`config.mk`:
```
export PLATFORM = sky130hd
export DESIGN_NAME = seg_scan_ctrl
export DESIGN_NICKNAME = d
export VERILOG_FILES = /design/src/rtl/seg_pkg.sv /design/src/rtl/seg_hex_decoder.sv /design/src/rtl/seg_scan_ctrl.sv
export SDC_FILE = /design/constraint.sdc
export NUM_CORES = 1
export LEC_CHECK = 0
export ABC_AREA = 1
export BUFFER_PORTS_ARGS = -buffer_cell sky130_fd_sc_hd__buf_4
export CELL_PAD_IN_SITES_DETAIL_PLACEMENT = 0
export CELL_PAD_IN_SITES_GLOBAL_PLACEMENT = 2
export CORE_MARGIN = 4
export CORE_UTILIZATION = 35
export DETAILED_ROUTE_END_ITERATION = 12
export PLACE_DENSITY = 0.89
export SETUP_SLACK_MARGIN = 0.1
export SYNTH_ARGS = -nofsm -noshare
export SYNTH_HDL_FRONTEND = slang
export SYNTH_SLANG_ARGS = --single-unit
export TNS_END_PERCENT = 30
```
`constraint.sdc`:
```
create_clock -name clk -period 8.9 [get_ports clk]
set_clock_uncertainty 0.05 [all_clocks]
set_input_delay 1.78 -clock clk [delete_from_list [all_inputs] [get_ports clk]]
set_output_delay 1.78 -clock clk [all_outputs]
set_load 0.02 [all_outputs]
```
`src/rtl/seg_pkg.sv`:
```
// Shared types and constants for the multiplexed seven-segment scanner.
package seg_pkg;

  typedef enum logic [1:0] {
    IDLE  = 2'd0,
    BLANK = 2'd1,
    SHOW  = 2'd2
  } scan_state_t;

  // Active-high glyphs, bit order {g,f,e,d,c,b,a}; entry n is HEX_SEG[n].
  localparam logic [15:0][6:0] HEX_SEG = {
    7'h71, 7'h79, 7'h5E, 7'h39, 7'h7C, 7'h77, 7'h6F, 7'h7F,
    7'h07, 7'h7D, 7'h6D, 7'h66, 7'h4F, 7'h5B, 7'h06, 7'h3F
  };

  // Convert an active-high segment pattern to the board's pin polarity.
  function automatic logic [6:0] seg_pol(input logic [6:0] v, input logic active_low);
    return active_low ? ~v : v;
  endfunction

endpackage

```
`src/rtl/seg_hex_decoder.sv`:
```
// Nibble to active-high segment pattern; blank forces all segments off.
module seg_hex_decoder
  import seg_pkg::*;
(
  input  logic [3:0] nibble,
  input  logic       blank,
  output logic [6:0] seg_hi
);

  assign seg_hi = blank ? 7'h00 : HEX_SEG[nibble];

endmodule

```
`src/rtl/seg_scan_ctrl.sv`:
```
// Multiplexed seven-segment scanner: prescaled digit slots with a blanking
// lead-in, per-digit enable mask, frame-aligned data snapshots, hex decode
// and leading-zero suppression. All outputs are registered.
module seg_scan_ctrl
  import seg_pkg::*;
#(
  parameter int NUM_DIGITS   = 8,
  parameter int CLK_DIV      = 100000,
  parameter int BLANK_CYCLES = 1000,
  parameter int ACTIVE_LOW   = 1,
  localparam int IDX_W = (NUM_DIGITS > 1) ? $clog2(NUM_DIGITS) : 1
) (
  input  logic                    clk,
  input  logic                    reset,
  input  logic                    en,
  input  logic [NUM_DIGITS-1:0]   digit_mask,
  input  logic [4*NUM_DIGITS-1:0] data,
  input  logic [NUM_DIGITS-1:0]   dp,
  input  logic                    lz_suppress,
  output logic [NUM_DIGITS-1:0]   anode,
  output logic [6:0]              seg,
  output logic                    dp_out,
  output logic [IDX_W-1:0]        digit_idx,
  output logic                    frame_tick
);

  localparam int CNT_W = $clog2(CLK_DIV);
  localparam logic [CNT_W-1:0] BLK_LAST  = CNT_W'((BLANK_CYCLES > 0) ? BLANK_CYCLES - 1 : 0);
  localparam logic [CNT_W-1:0] SHOW_LAST = CNT_W'(CLK_DIV - BLANK_CYCLES - 1);
  // With no blanking interval a slot starts directly in SHOW.
  localparam scan_state_t FIRST = (BLANK_CYCLES == 0) ? SHOW : BLANK;
  localparam logic AL = (ACTIVE_LOW != 0);
  localparam logic [NUM_DIGITS-1:0] ONE = 1;
  localparam logic [NUM_DIGITS-1:0] ANODE_OFF = {NUM_DIGITS{AL}};

  scan_state_t state, nxt_state;
  logic [CNT_W-1:0] cnt, nxt_cnt;
  logic [IDX_W-1:0] nxt_idx, lo_idx, up_idx;
  logic up_found, nxt_tick, take_snap;
  logic [4*NUM_DIGITS-1:0] snap_data, sd;
  logic [NUM_DIGITS-1:0] snap_dp, sdp;
  logic snap_lz, slz, zero_above, lz_blank;
  logic [6:0] dec_seg;

  // Lowest enabled digit, and lowest enabled digit above the current one.
  always_comb begin
    lo_idx   = '0;
    up_idx   = '0;
    up_found = 1'b0;
    for (int i = NUM_DIGITS - 1; i >= 0; i--) begin
      if (digit_mask[i]) lo_idx = IDX_W'(i);
      if (digit_mask[i] && (i > int'(digit_idx))) begin
        up_idx   = IDX_W'(i);
        up_found = 1'b1;
      end
    end
  end

  // Next-state decision; disable or empty mask always wins, even at a wrap.
  always_comb begin
    nxt_state = state;
    nxt_cnt   = cnt + 1'b1;
    nxt_idx   = digit_idx;
    nxt_tick  = 1'b0;
    take_snap = 1'b0;
    if (!en || digit_mask == '0) begin
      nxt_state = IDLE;
      nxt_cnt   = '0;
    end else begin
      case (state)
        IDLE: begin
          nxt_state = FIRST;
          nxt_cnt   = '0;
          nxt_idx   = lo_idx;
          nxt_tick  = 1'b1;
          take_snap = 1'b1;
        end
        BLANK: if (cnt == BLK_LAST) begin
          nxt_state = SHOW;
          nxt_cnt   = '0;
        end
        SHOW: if (cnt == SHOW_LAST) begin
          nxt_state = FIRST;
          nxt_cnt   = '0;
          if (up_found) nxt_idx = up_idx;
          else begin
            nxt_idx   = lo_idx;
            nxt_tick  = 1'b1;
            take_snap = 1'b1;
          end
        end
        default: nxt_state = IDLE;
      endcase
    end
  end

  // Values the next cycle will display: fresh inputs on a frame start,
  // otherwise the held snapshot. Leading-zero blanking for the chosen digit.
  always_comb begin
    sd         = take_snap ? data : snap_data;
    sdp        = take_snap ? dp : snap_dp;
    slz        = take_snap ? lz_suppress : snap_lz;
    zero_above = 1'b1;
    lz_blank   = 1'b0;
    for (int i = NUM_DIGITS - 1; i >= 1; i--) begin
      zero_above = zero_above & (sd[4*i +: 4] == 4'h0);
      if (i == int'(nxt_idx)) lz_blank = slz & zero_above;
    end
  end

  seg_hex_decoder u_dec (
    .nibble (sd[4*int'(nxt_idx) +: 4]),
    .blank  (lz_blank),
    .seg_hi (dec_seg)
  );

  // Scan FSM with registered outputs reflecting the state being entered.
  always_ff @(posedge clk or posedge reset) begin
    if (reset) begin
      state      <= IDLE;
      cnt        <= '0;
      digit_idx  <= '0;
      snap_data  <= '0;
      snap_dp    <= '0;
      snap_lz    <= 1'b0;
      frame_tick <= 1'b0;
      anode      <= ANODE_OFF;
      seg        <= {7{AL}};
      dp_out     <= AL;
    end else begin
      state      <= nxt_state;
      cnt        <= nxt_cnt;
      digit_idx  <= nxt_idx;
      frame_tick <= nxt_tick;
      if (take_snap) begin
        snap_data <= data;
        snap_dp   <= dp;
        snap_lz   <= lz_suppress;
      end
      if (nxt_state == SHOW) begin
        anode  <= (ONE << nxt_idx) ^ ANODE_OFF;
        seg    <= seg_pol(dec_seg, AL);
        dp_out <= sdp[nxt_idx] ^ AL;
      end else begin
        anode  <= ANODE_OFF;
        seg    <= {7{AL}};
        dp_out <= AL;
      end
    end
  end

endmodule

```
# Word level (Yosys, flattened, before mapping)
# Memory sizes are Yosys's and may differ from the RTL's.
# Cells that the tools add are included.
# classes
addsub,1
div,0
n_lt_le_gt_ge,9
shift,2
eq_ne,12
n_mul,0
n_bitwise,16
muxes,55
reduce_logical,18
# op_table
op,count
3-bit two-way mux,18
17-bit two-way mux,3
17-bit one-hot mux with 3 select lines,1
32-bit two-way mux,1
32-bit by 6-bit variable part select with 4-bit output,1
4-bit logical NOT,7
7-bit two-way mux,3
1-bit two-way mux,20
17-bit by 1-bit adder with 17-bit output (second input constant),1
17-bit by 10-bit equality test with 1-bit output (second input constant),1
17-bit equality test (second input constant),1
8-bit two-way mux,2
1-bit AND,13
3-bit equality test (first input constant),4
3-bit > comparator (first input constant),4
8-bit logical NOT,1
8-bit NOT,1
1-bit by 3-bit left shift with 8-bit output (first input constant),1
1-bit logical AND,7
7-bit NOT,1
2-bit by 3-bit equality test with 1-bit output (first input constant),2
2-bit by 3-bit > comparator with 1-bit output (first input constant),2
2-bit two-way mux,3
2-bit one-hot mux with 3 select lines,1
other kinds (13),14
# word_totals
reg_bits,80
latchBits,0
out_inout_bits,20
memories,1
rom_bits,112
in_bits,52
ramBits,0
elab_cells,124
# mem_list
name,depth,width,read_ports,rd_clocked_by_memory_dff,wr,line_no,rtl
(name not given),16,7,1,0,0,seg_hex_decoder.sv:10,assign seg_hi = blank ? 7'h00 : HEX_SEG[nibble];

# Depth between registers and ports, before layout
# Gate-level depths: netlist of the first run.
# logic_depth
word_depth,26
mapped_depth,27
depth_no_buf,26

# Cells and area by module
# Synthesis of the first run repeated with hierarchy kept, for this count alone.
# unflattened
cells_unflattened,601
area_unflattened_um2,4454.3
# by_module_without_submodules
module,seq_area_each_um2,area_each_um2,cells_per_inst,instances
seg_scan_ctrl,2021.9,4134.0,547,1
seg_hex_decoder,0.0,320.3,54,1

# Least setup slack after synthesis of the first run
# No wires, ideal clock.
# synth_path
path_type,input to register
startpoint,input port digit_mask[3]
endpoint,register seg[3]
path_buffers,2
t_arrival_ps,3929
path_stages,22
slack_ps,4844
required_ps,8772
setup_time_ps,78
path_cell_list,nor2_1 nand2_1 o21ai_2 nor2_1 nand2_1 nor2_2 nand2_1 nand2_1 buf_4 buf_4 o21ai_1 nand2_1 nand2_1 nand2_1 nand2_1 inv_1 ha_1 nand3_1 nand3_1 nand2_1 nor2_1 nand2_1
# synth_via
elab_chain_len,21
elab_cells_between_ends,65
classes_between,eq/ne (8); shift (1); mux (31); bitwise (14); reduce/logical (10); memory (1)
# synth_rtl
element,line_no,rtl
"start, declared",seg_scan_ctrl.sv:16,"input logic [NUM_DIGITS-1:0] digit_mask,"
branches (longest 20 deep; another with memory 16 x 7 bit),--,
7-bit two-way mux *,seg_scan_ctrl.sv:140,if (nxt_state == SHOW) begin
"end signal, assigned",seg_scan_ctrl.sv:128,seg <= {7{AL}};
"end signal, assigned",seg_scan_ctrl.sv:142,"seg <= seg_pol(dec_seg, AL);"
"end signal, assigned",seg_scan_ctrl.sv:146,seg <= {7{AL}};
"end, declared",seg_scan_ctrl.sv:21,"output logic [6:0] seg,"
# Mark *: on every way between the ends. The select of a mux whose other input is x is not followed.

# Worst setup path in the final report of the first run
# layout_path
startpoint,input port digit_mask[1]
endpoint,register seg[3]
# layout_via
elab_cells_between_ends,59
classes_between,eq/ne (8); shift (1); mux (25); bitwise (14); reduce/logical (10); memory (1)
# layout_rtl
element,line_no,rtl
1-bit logical AND,seg_scan_ctrl.sv:52,if (digit_mask[i] && (i > int'(digit_idx))) begin
1-bit two-way mux,seg_scan_ctrl.sv:52,
1-bit two-way mux,seg_scan_ctrl.sv:85,if (up_found) nxt_idx = up_idx;
1-bit two-way mux,seg_scan_ctrl.sv:82,SHOW: if (cnt == SHOW_LAST) begin
1-bit one-hot mux with 2 select lines,seg_scan_ctrl.sv:70,case (state)
1-bit two-way mux *,seg_scan_ctrl.sv:66,if (!en || digit_mask == '0) begin
32-bit two-way mux *,--,
named net sd[1],seg_scan_ctrl.sv:40,"logic [4*NUM_DIGITS-1:0] snap_data, sd;"
32-bit by 6-bit variable part select with 4-bit output *,seg_scan_ctrl.sv:112,".nibble (sd[4*int'(nxt_idx) +: 4]),"
memory 16 x 7 bit *,--,
7-bit two-way mux (not written as such) *,seg_hex_decoder.sv:10,
7-bit two-way mux *,seg_hex_decoder.sv:10,
7-bit NOT *,seg_pkg.sv:18,return active_low ? ~v : v;
7-bit two-way mux *,seg_scan_ctrl.sv:140,
# The timed path passes the listed nets; every way through them passes the cells marked *. The select of a mux whose other input is x is not followed.

==> parameters.txt, run 1 <==
Parameter                              Value

Status
  Outcome ... completed

Routing
  DRC ... 0
  Mean routed wirelength per cell ... 14.2 um
  Router iterations before antenna repair ... 5
  Total via count in the routed design ... 4335
  Initial DRC Count ... 271
  Final WL ... 13.0 mm
  Vias per Instance ... 4.72
  Post-route ant nets ... 0

Timing
  Number of endpoints failing setup at the final stage ... 0
  Achievable Freq ... 0.199 GHz
  Total negative setup slack ... 0 ns
  Period utilization ... 56.3%
  Worst-margin pin slew ... 1.13 ns
  Final hold slack ... 0.408 ns
  Worst-case headroom to the max-slew limit ... 23.9%
  Clock period minus final worst setup slack ... 5.01 ns
  Final Hold Vio Count ... 0
  Final Max Tran Viols ... 0
  Setup repair after global routing missed its margin ... false

Worst hold path
  Hold Path Class ... flop to flop

Clocking
  Number of clock sinks ... 80
  CTS H-tree depth ... 3
  TritonCTS clock tree ... yes
  Maximum root-to-sink buffer count ... 2
  Total setup buffers inserted after CTS ... 0
  Resize count post-CTS ... 0
  Number of buffers inserted during clock tree synthesis ... 9
  Worst skew pair latency ... 0.34 ns
  Cell chosen for the clock root ... clkbuf_16
  Hold_buf cts ... 0
  Clk slew on worst S/H paths ... 0.05 ns

Global routing
  Antenna violations before repair ... 0
  Wire length of the first global-routing pass ... 21.7 mm
  Leftover overflow at the end of global routing ... 0
  GRT Resource Usage Total ... 17.1%
  Via count of the first global-routing pass ... 4253
  Maximum number of pins on one net before global-route repair ... 81

Floorplanning
  Core Rows ... 42
  Io pins ... 72
  Die span in y ... 125 um
  Placeable core area ... 0.0133 sq mm
  Area of the die ... 0.0157 sq mm
  Die span in x ... 125 um
  Starting density of the core ... 36.1%

Logic synthesis
  Library cells used by synthesis ... 37
  Number of enable flip-flop cells after synthesis ... 0
  Combined area of all synthesized cells ... 0.00482 sq mm
  Mapped Cells ... 671
  Flop and latch count out of synthesis ... 80
  Synth Net Count ... 730
  Sequential element share of the synthesized area ... 42.0%
  Count of warnings emitted by yosys ... 0
  Dominant register cell in the synthesized netlist ... dfrtp_1
  Per-instance average area after synthesis ... 7.18 sq um
  Async set-or-reset flop fraction in the synthesized netlist ... 100%

Job
  Maximum Capacitance Violations ... 0

Setup path
  Worst reg-to-reg setup slack ... 4.76 ns
  Data required, critical path ... 9.11 ns
  Maximum fanout along the worst path ... 57
  Startpoint kind of the worst setup timing path ... input pin
  Endpoint arrival time on the critical path ... 5.22 ns
  Crit path capture type ... flop
  Type of the worst setup path ... input pin to flop

Place
  Detailed placement HPWL ... 9.61 mm
  Count of buffers from port buffering ... 71
  DP Cell Count ... 904
  GPL Wtd Cong ... 0.875

Pwr
  Static power due to leakage ... 2.94 nW
  Pwr dens ... 183 mW/mm^2
  Worst-case vdd ir drop ... 0.118 mV

Finish
  Area growth from synthesis to layout ... 20.0%
  Share of final-layout standard cells stronger than drive strength 1 ... 20.2%
  Most common library cell in the layout ignoring fill and taps ... nand2_1
  Total number of nets in the final design ... 798
  Most frequent cells in the layout ... nand2_1 (226), inv_1 (82), buf_4 (74)
  Diodes inserted ... 0
  Cell Count, Final, Fillers Out ... 919
critical path, stage by stage:
cell	delay, ns
buf_4	0.08
inv_1	0.04
nand2_1	0.05
inv_1	0.05
nand2_1	0.07
o21ai_2	0.07
inv_1	0.43
nand2_4	0.48
inv_1	0.52
nand2_1	0.10
nand2_1	0.10
nand2_1	0.05
o21ai_0	0.12
nand2_1	0.08
nand2_1	0.08
nand2_1	0.04
nand2_1	0.22
inv_1	0.13
ha_1	0.29
nand3_1	0.10
nand3_1	0.10
nand2_1	0.06
nor2_1	0.08
nand2_1	0.06
area by class of cell:
cell class | count | area [sq um]
clock buffers | 9 | 225
well taps | 176 | 220
repair buffers | 74 | 556
clock inverters | 6 | 85.1
fillers | 1406 | 7570
inverters | 90 | 339
flip-flops and latches | 80 | 2020
multi-input cells | 484 | 2330
synthesized netlist by cell type (2+ instances only):
cell | number | area share, %
nand3_2 | 4 | 0.83
nor2_4 | 2 | 0.47
ha_1 | 7 | 1.8
nor2_2 | 9 | 1.2
inv_2 | 4 | 0.31
nand4_1 | 9 | 1.2
dfstp_2 | 16 | 8.7
nand3_1 | 65 | 6.8
xnor2_1 | 2 | 0.36
nor3_1 | 7 | 0.73
xor2_1 | 7 | 1.3
nand2_1 | 226 | 18
or2_2 | 2 | 0.26
buf_2 | 4 | 0.42
nand2_4 | 2 | 0.47
a21oi_1 | 9 | 0.94
o22ai_1 | 4 | 0.52
buf_4 | 7 | 1.1
inv_1 | 83 | 6.5
mux2i_1 | 3 | 0.62
buf_6 | 4 | 0.94
a31oi_1 | 2 | 0.26
nor2_1 | 65 | 5.1
clkbuf_1 | 2 | 0.16
nor3b_1 | 3 | 0.47
o21ai_1 | 15 | 1.6
nand3b_1 | 7 | 1.1
dfrtp_1 | 64 | 33
clkinv_1 | 3 | 0.23
o21ai_2 | 6 | 1.1
o21ai_0 | 11 | 1.1
nand2_2 | 12 | 1.6
per-layer routing:
layer | track usage [%] | share of wire, %
met2 | 27.3 | 47
met1 | 23.7 | 47
met5 | 0 | 0
met3 | 3.62 | 5.2
met4 | 4.78 | 1.5
stage by stage:
stage               utilization, %  total power [mW]  setup WS (ns)  cell area, sq um
detailed placement            41.0             0.670           3.60              5470
CTS                           43.3              1.07           3.93              5780
global route                  43.3              1.12           3.48              5780
finish                        43.3              1.06           3.89              5780
global placement              41.0             0.670           3.71              5470
floorplan                        -             0.594           4.84              4820
kinds of logic after synthesis:
family                     count (synthesis)  synth area share (%)
and+or+nand+nor                          416                  38.3
muxes                                      3                 0.624
AOI/OAI and AO/OA                         49                  6.03
adders and majority gates                  7                  1.82
buffers and inverters                    107                  9.61
xor gates and xnor gates                   9                  1.64
DFF                                       80                  42.0
path summary, 6_finish.rpt:
check | startpoint | end | cells after the start
worst max-delay path | digit_mask[1] | seg[3] | 24
worst min-delay path | cnt[0] | cnt[0] | 1
worst max register to register | cnt[0] | seg[3] | 24
worst min register to register | cnt[0] | cnt[0] | 1
max in group asynchronous | reset | snap_data[23] | 3
min in group asynchronous | reset | cnt[4] | 3
sequential cells by signal, indices dropped and copies added, names as in the netlist:
| name | count |
|---|---|
| snap_data | 32 |
| cnt | 17 |
| anode | 8 |
| snap_dp | 8 |
| seg | 7 |
| digit_idx | 3 |
| state | 2 |
| dp_out | 1 |
| frame_tick | 1 |
| snap_lz | 1 |
power by group:
group | total, mW | internal, mW | switching [mW]
logic | 0.262 | 0.0854 | 0.177
clock network | 0.391 | 0.243 | 0.148
registers | 0.403 | 0.391 | 0.0118
total | 1.06 | 0.719 | 0.336
Note: power is estimated with default switching activity, not from simulation.
==> run 2, diff against run 1 <==
CORE_UTILIZATION = 29   (was 35)
PLACE_DENSITY = 0.79   (was 0.89)
clock period = 4.2 ns   (was 8.9 ns; I/O delays follow)
==> run 2 against run 1 <==
Effect of this change:
- global-route usage fell by 2.1 points
- non-clock buffer count rose by 8
- total power rose by 110%
- worst setup slack got worse by 3.2 ns
- clock power rose by 95%
- register-to-register slack got worse by 4.0 ns
- worst hold slack improved by 0.0038 ns
- utilization fell by 6.7 points
- final area rose by 1.8%
- die area rose by 19%
- sequential share of layout area fell by 0.62 points
- critical path type is now flop to flop
==> parameters.txt, run 2 (same netlist as run 1, synthesis figures left out) <==
Parameter                              Value

Clocking
  CTS H-tree depth ... 3 (unchanged)
  Cell chosen for the clock root ... clkbuf_16
  Number of buffers inserted during clock tree synthesis ... 9 (unchanged)
  Number of clock sinks ... 80 (unchanged)
  Hold_buf cts ... 0 (unchanged)
  TritonCTS clock tree ... yes
  Resize count post-CTS ... 0 (unchanged)
  Clk slew on worst S/H paths ... 0.06 ns (about the same)
  Total setup buffers inserted after CTS ... 0 (unchanged)
  Worst skew pair latency ... 0.35 ns (about the same)
  Maximum root-to-sink buffer count ... 2 (unchanged)

Timing
  Achievable Freq ... 0.289 GHz
  Period utilization ... 82.5%
  Final Max Tran Viols ... 0 (unchanged)
  Final Hold Vio Count ... 0 (unchanged)
  Total negative setup slack ... 0 ns (unchanged)
  Number of endpoints failing setup at the final stage ... 0 (unchanged)
  Final hold slack ... 0.412 ns (+0.00384 ns)
  Worst-margin pin slew ... 1.16 ns (+0.0250 ns)
  Clock period minus final worst setup slack ... 3.46 ns
  Worst path setup slack after routing ... 0.736 ns (-3.15 ns)
  Setup repair after global routing missed its margin ... false
  Worst-case headroom to the max-slew limit ... 22.3% (-1.7 points)

Place
  Detailed placement HPWL ... 10.4 mm (+7.7%)
  DP Cell Count ... 952 (+5.3%)
  Placement Cell Area ... 0.00559 sq mm (+2.2%)
  GPL Wtd Cong ... 0.877 (+0.23%)
  Post-place setup slack ... 0.449 ns (-3.15 ns)
  Count of buffers from port buffering ... 71 (unchanged)

Global routing
  Leftover overflow at the end of global routing ... 0 (unchanged)
  Wire length of the first global-routing pass ... 22.1 mm (+1.6%)
  Antenna violations before repair ... 0 (unchanged)
  Via count of the first global-routing pass ... 4333 (+1.9%)
  GRT Resource Usage Total ... 15.0% (-2.1 points)
  Maximum number of pins on one net before global-route repair ... 43 (-47%)

Routing
  Final WL ... 13.4 mm (+2.5%)
  Router iterations before antenna repair ... 4 (-1)
  Initial DRC Count ... 194 (-28%)
  Post-route ant nets ... 0 (unchanged)
  Mean routed wirelength per cell ... 13.8 um (-2.7%)
  Total via count in the routed design ... 4337 (+0.046%)
  Vias per Instance ... 4.48 (-5.0%)
  DRC ... 0 (unchanged)

Worst hold path
  Hold Path Class ... flop to flop

Finish
  Post-Route Utilization ... 36.6% (-6.7 points)
  Most flop-heavy register ... snap_data
  Most frequent cells in the layout ... nand2_1 (226), inv_1 (82), buf_4 (81)
  Max FFs per register ... 32 (unchanged)
  Biggest regs ... snap_data (32), cnt (17)
  Share of final-layout standard cells stronger than drive strength 1 ... 21.1% (+0.96 points)
  Diodes inserted ... 0 (unchanged)
  Cell Count, Final, Fillers Out ... 968 (+5.3%)
  Total number of nets in the final design ... 806 (+1.0%)
  Area growth from synthesis to layout ... 22.1%
  Non-Filler Cell Area, Final ... 0.00588 sq mm (+1.8%)
  Most common library cell in the layout ignoring fill and taps ... nand2_1

Pwr
  Pwr dens ... 372 mW/mm^2 (+100%)
  Post-layout total power ... 2.19 mW (+110%)
  Static power due to leakage ... 2.97 nW (+1.0%)
  Worst-case vdd ir drop ... 0.231 mV (+96%)

Floorplanning
  Io pins ... 72 (unchanged)
  Die span in x ... 137 um (+9.2%)
  Area of the die ... 0.0187 sq mm (+19%)
  Starting density of the core ... 30.0% (-6.1 points)
  Die span in y ... 137 um (+9.2%)
  Core Rows ... 46 (+9.5%)
  Placeable core area ... 0.0161 sq mm (+20%)

Setup path
  Crit path capture type ... flop
  Worst reg-to-reg setup slack ... 0.74 ns (-4.02 ns)
  Maximum fanout along the worst path ... 16 (-72%)
  Startpoint kind of the worst setup timing path ... flop
  Endpoint arrival time on the critical path ... 3.69 ns (-1.53 ns)
  Type of the worst setup path ... flop to flop
  Data required, critical path ... 4.42 ns (-4.69 ns)

Status
  Outcome ... completed

Job
  Maximum Capacitance Violations ... 0 (unchanged)
-- run 2: cell count changes in the layout (fill, tap and decap cells not counted), sizes merged --
cell      previous run  this run
inv                 86        88
clkinvlp             2         3
bufinv               2         0
clkbuf               9        11
clkinv               6         4
buf                 74        82
-- run 2: report_power, final --
group,leakage [nW],total (mW),internal (mW),switching [mW]
Combinational,1.87,0.570,0.191,0.379
Sequential,0.959,0.852,0.828,0.0242
Clock,0.134,0.764,0.435,0.329
-- run 2: worst paths after layout --
kind	start	end	cells past startpoint
setup / recovery	cnt[0]	seg[3]	20
hold / removal	cnt[0]	cnt[0]	1
setup reg to reg	cnt[0]	seg[3]	20
hold reg to reg	cnt[0]	cnt[0]	1
max in group asynchronous	reset	seg[1]	3
min in group asynchronous	reset	snap_dp[3]	2
-- run 2: cell type report --
class	count	area [sq um]
Timing Repair Buffer	82	628
Fill cell	1721	10200
Inverter	90	338
Clock inverter	5	40.0
Tap cell	216	270
Clock buffer	11	253
Sequential cell	80	2020
Multi-Input combinational cell	484	2330
-- run 2: worst max-delay path, cell delays in order, from the launching register on --
cell	delay, ns
dfrtp_1	0.37
ha_1	0.18
nand2_1	0.11
nor2_1	0.27
nand3_4	0.16
nor2_1	0.17
nand3_1	0.10
nand3_1	0.09
nand2_2	0.20
inv_1	0.21
nand2_1	0.22
o21ai_0	0.21
inv_1	0.06
nand2_1	0.09
nand2_1	0.19
ha_1	0.34
nand3_1	0.09
nand3_1	0.10
nand2_1	0.05
nor2_1	0.07
nand2_1	0.05
-- run 2: metal layers --
layer | global-route usage [%] | share of wire (%) | vias up | wire [um]
met5 | 0 | 0 | - | 0
met4 | 3.66 | 1.0 | 0 | 140
met3 | 3.82 | 5.1 | 12 | 677
met2 | 22.9 | 44 | 81 | 5890
met1 | 21.4 | 50 | 1994 | 6650
li1 | - | - | 2250 | -
==> run 3, diff against run 2 <==
clock period = 3.1 ns   (was 4.2 ns; I/O delays follow)
==> run 3 against run 2 <==
Effect of this change:
- via count rose by 9.2%
- total power rose by 60%
- sequential power rose by 36%
- final area rose by 19%
- global-route usage rose by 0.76 points
- cell count rose by 9.0%
- utilization rose by 7.1 points
- critical endpoint is now seg[0]
- highest routed layer unchanged
==> parameters.txt, run 3 (same netlist as run 1, synthesis figures left out) <==
Parameter                              Value

Routing
  Total via count in the routed design ... 4734 (+9.2%)
  Vias per Instance ... 4.49 (+0.15%)
  Mean routed wirelength per cell ... 14.1 um (+2.1%)
  Post-route ant nets ... 0 (unchanged)
  DRC ... 0 (unchanged)
  Final WL ... 14.9 mm (+11%)
  Initial DRC Count ... 219 (+13%)
  Router iterations before antenna repair ... 4 (unchanged)

Setup path
  Highest-delay cell along the critical path ... dfrtp_1
  Endpoint arrival time on the critical path ... 3.20 ns (-0.49 ns)
  Crit-path cells ... ha_2 -> nand2_2 -> nor2_1 -> buf_4 -> nand3_4 -> nor2_4 -> nand2_2 -> nand2_4 -> nand2_8 -> buf_12 -> buf_4 -> o21ai_4 -> nor2_1 -> nor2_1 -> nand2_1 -> nand2_2 -> nand2_4 -> ha_4 -> inv_2 -> buf_4 -> nor2_1 -> nor2_2 -> nand3_1
  Start of the worst register-to-register path ... cnt[0]
  Startpoint kind of the worst setup timing path ... flop
  Worst reg-to-reg setup slack ... 0.11 ns (-0.63 ns)
  Maximum fanout along the worst path ... 8 (-8)
  Type of the worst setup path ... flop to flop
  Data required, critical path ... 3.31 ns (-1.11 ns)
  Most repeated library cell on the critical path ... nor2_1
  Number of cells on the worst reg-to-reg path ... 23 (+15%)
  Worst flop-to-flop path endpoint ... seg[0]
  Highest cell delay on the worst timing path ... 0.36 ns (about the same)
  Crit path capture type ... flop

Status
  Outcome ... completed

Global routing
  Maximum number of pins on one net before global-route repair ... 42 (-2.3%)
  GRT Resource Usage Total ... 15.8% (+0.76 points)
  Via count of the first global-routing pass ... 4637 (+7.0%)
  Antenna violations before repair ... 0 (unchanged)
  Leftover overflow at the end of global routing ... 0 (unchanged)
  Wire length of the first global-routing pass ... 23.1 mm (+4.7%)

Floorplanning
  Core Rows ... 46 (unchanged)
  Starting density of the core ... 30.0% (unchanged)
  Die span in y ... 137 um (unchanged)
  Area of the die ... 0.0187 sq mm (unchanged)
  Die span in x ... 137 um (unchanged)
  Placeable core area ... 0.0161 sq mm (unchanged)
  Io pins ... 72 (unchanged)

Pwr
  Post-layout total power ... 3.51 mW (+60%)
  Worst-case vdd ir drop ... 0.285 mV (+23%)
  Pwr dens ... 499 mW/mm^2 (+34%)
  Static power due to leakage ... 3.51 nW (+18%)

Finish
  Filler Cells Inserted ... 1635 (-5.0%)
  Most flop-heavy register ... snap_data
  Most frequent cells in the layout ... nand2_1 (195), buf_4 (156), inv_1 (75)
  Most common library cell in the layout ignoring fill and taps ... nand2_1
  Cell Count, Final, Fillers Out ... 1055 (+9.0%)
  Area growth from synthesis to layout ... 45.8%
  Max FFs per register ... 32 (unchanged)
  Share of final-layout standard cells stronger than drive strength 1 ... 36.6% (+15 points)
  Biggest regs ... snap_data (32), cnt (17)
  Diodes inserted ... 0 (unchanged)
  Total number of nets in the final design ... 893 (+11%)

Timing
  Final hold slack ... 0.187 ns (-0.224 ns)
  Achievable Freq ... 0.334 GHz (+16%)
  Setup repair after global routing missed its margin ... true
  Worst-case headroom to the max-slew limit ... 66.3% (+44 points)
  Worst-margin pin slew ... 0.501 ns (-0.657 ns)
  Total negative setup slack ... 0 ns (unchanged)
  Number of endpoints failing setup at the final stage ... 0 (unchanged)
  Final Hold Vio Count ... 0 (unchanged)
  Worst path setup slack after routing ... 0.107 ns (-0.629 ns)
  Period utilization ... 96.6% (+14 points)
  Final Max Tran Viols ... 0 (unchanged)
  Clock period minus final worst setup slack ... 2.99 ns (-0.471 ns)

Clocking
  Number of clock sinks ... 80 (unchanged)
  Cell chosen for the clock root ... clkbuf_16
  Number of buffers inserted during clock tree synthesis ... 9 (unchanged)
  Clk slew on worst S/H paths ... 0.06 ns (about the same)
  Hold_buf cts ... 0 (unchanged)
  CTS H-tree depth ... 3 (unchanged)
  TritonCTS clock tree ... yes
  Maximum root-to-sink buffer count ... 2 (unchanged)
  Worst skew pair latency ... 0.35 ns (about the same)

Place
  GPL Wtd Cong ... 0.866 (-1.3%)
  Detailed placement HPWL ... 11.2 mm (+8.2%)
  Count of buffers from port buffering ... 71 (unchanged)
  DP Cell Count ... 1015 (+6.6%)
  Post-place setup slack ... -0.0770 ns (-0.526 ns)

Job
  Maximum Capacitance Violations ... 0 (unchanged)

Worst hold path
  Hold Path Class ... input pin to async pin
[run 3: changes by cell type in the layout (fill, tap and decap cells not counted), sizes merged]
cell	previous run	this run
bufinv	0	3
clkinv	4	5
inv	88	87
clkbuf	11	15
clkinvlp	3	0
buf	82	165
[run 3: where the power goes]
part	internal (mW)	total, mW	switching (mW)
clock network	0.809	1.23	0.424
registers	1.12	1.16	0.0343
logic	0.483	1.12	0.632
total	2.42	3.51	1.09
[run 3: layout make-up]
type	count	area, sq um	share of cell area [%]
sequential	80	2030	28.8
multi-input combinational	484	2600	37.1
inverter	90	348	4.95
clock buffer	11	243	3.46
timing repair buffer	169	1430	20.3
tap	216	270	3.85
clock inverter	5	104	1.48
[run 3: stage by stage]
step	util (%)	instance area [sq um]
6_report	43.7	7020
5_1_grt	43.7	7020
4_1_cts	40.4	6490
3_5_place_dp	38.0	6100
3_3_place_gp	38.0	6100
2_1_floorplan	-	4820
[run 3: repair_timing]
item	4_1_cts	5_1_grt
endpoints found under the setup margin	5	7
pin swaps	1	25
buffers inserted	2	18
cloned	0	4
resized for setup	14	81
[run 3: routing by layer]
metal	GRT usage [%]	wire length, um
met1	21.1	6960
met2	25.4	7090
met3	4.12	653
met4	4.10	173
met5	0	0
[run 3: worst max path at each step]
stage	startpoint	to	slack, ns	cells after the start
finish	cnt[0]	seg[0]	0.11	23
global route	cnt[0]	seg[3]	-0.1	24
CTS	digit_idx[2]	seg[3]	0.11	25
detailed placement	digit_mask[5]	seg[3]	-0.08	26
global placement	digit_mask[5]	seg[3]	-0.03	26
floorplan	cnt[0]	seg[3]	0.20	22
[run 3: critical path, delay by kind of cell (launching register included)]
kind / cells / cell delay [ns]
AO/OA/AOI/OAI: 1 / 0.19
adder cells (fa/ha/maj): 2 / 0.35
buffers and inverters: 5 / 0.64
flip-flops: 1 / 0.36
AND/OR/NAND/NOR: 15 / 1.29
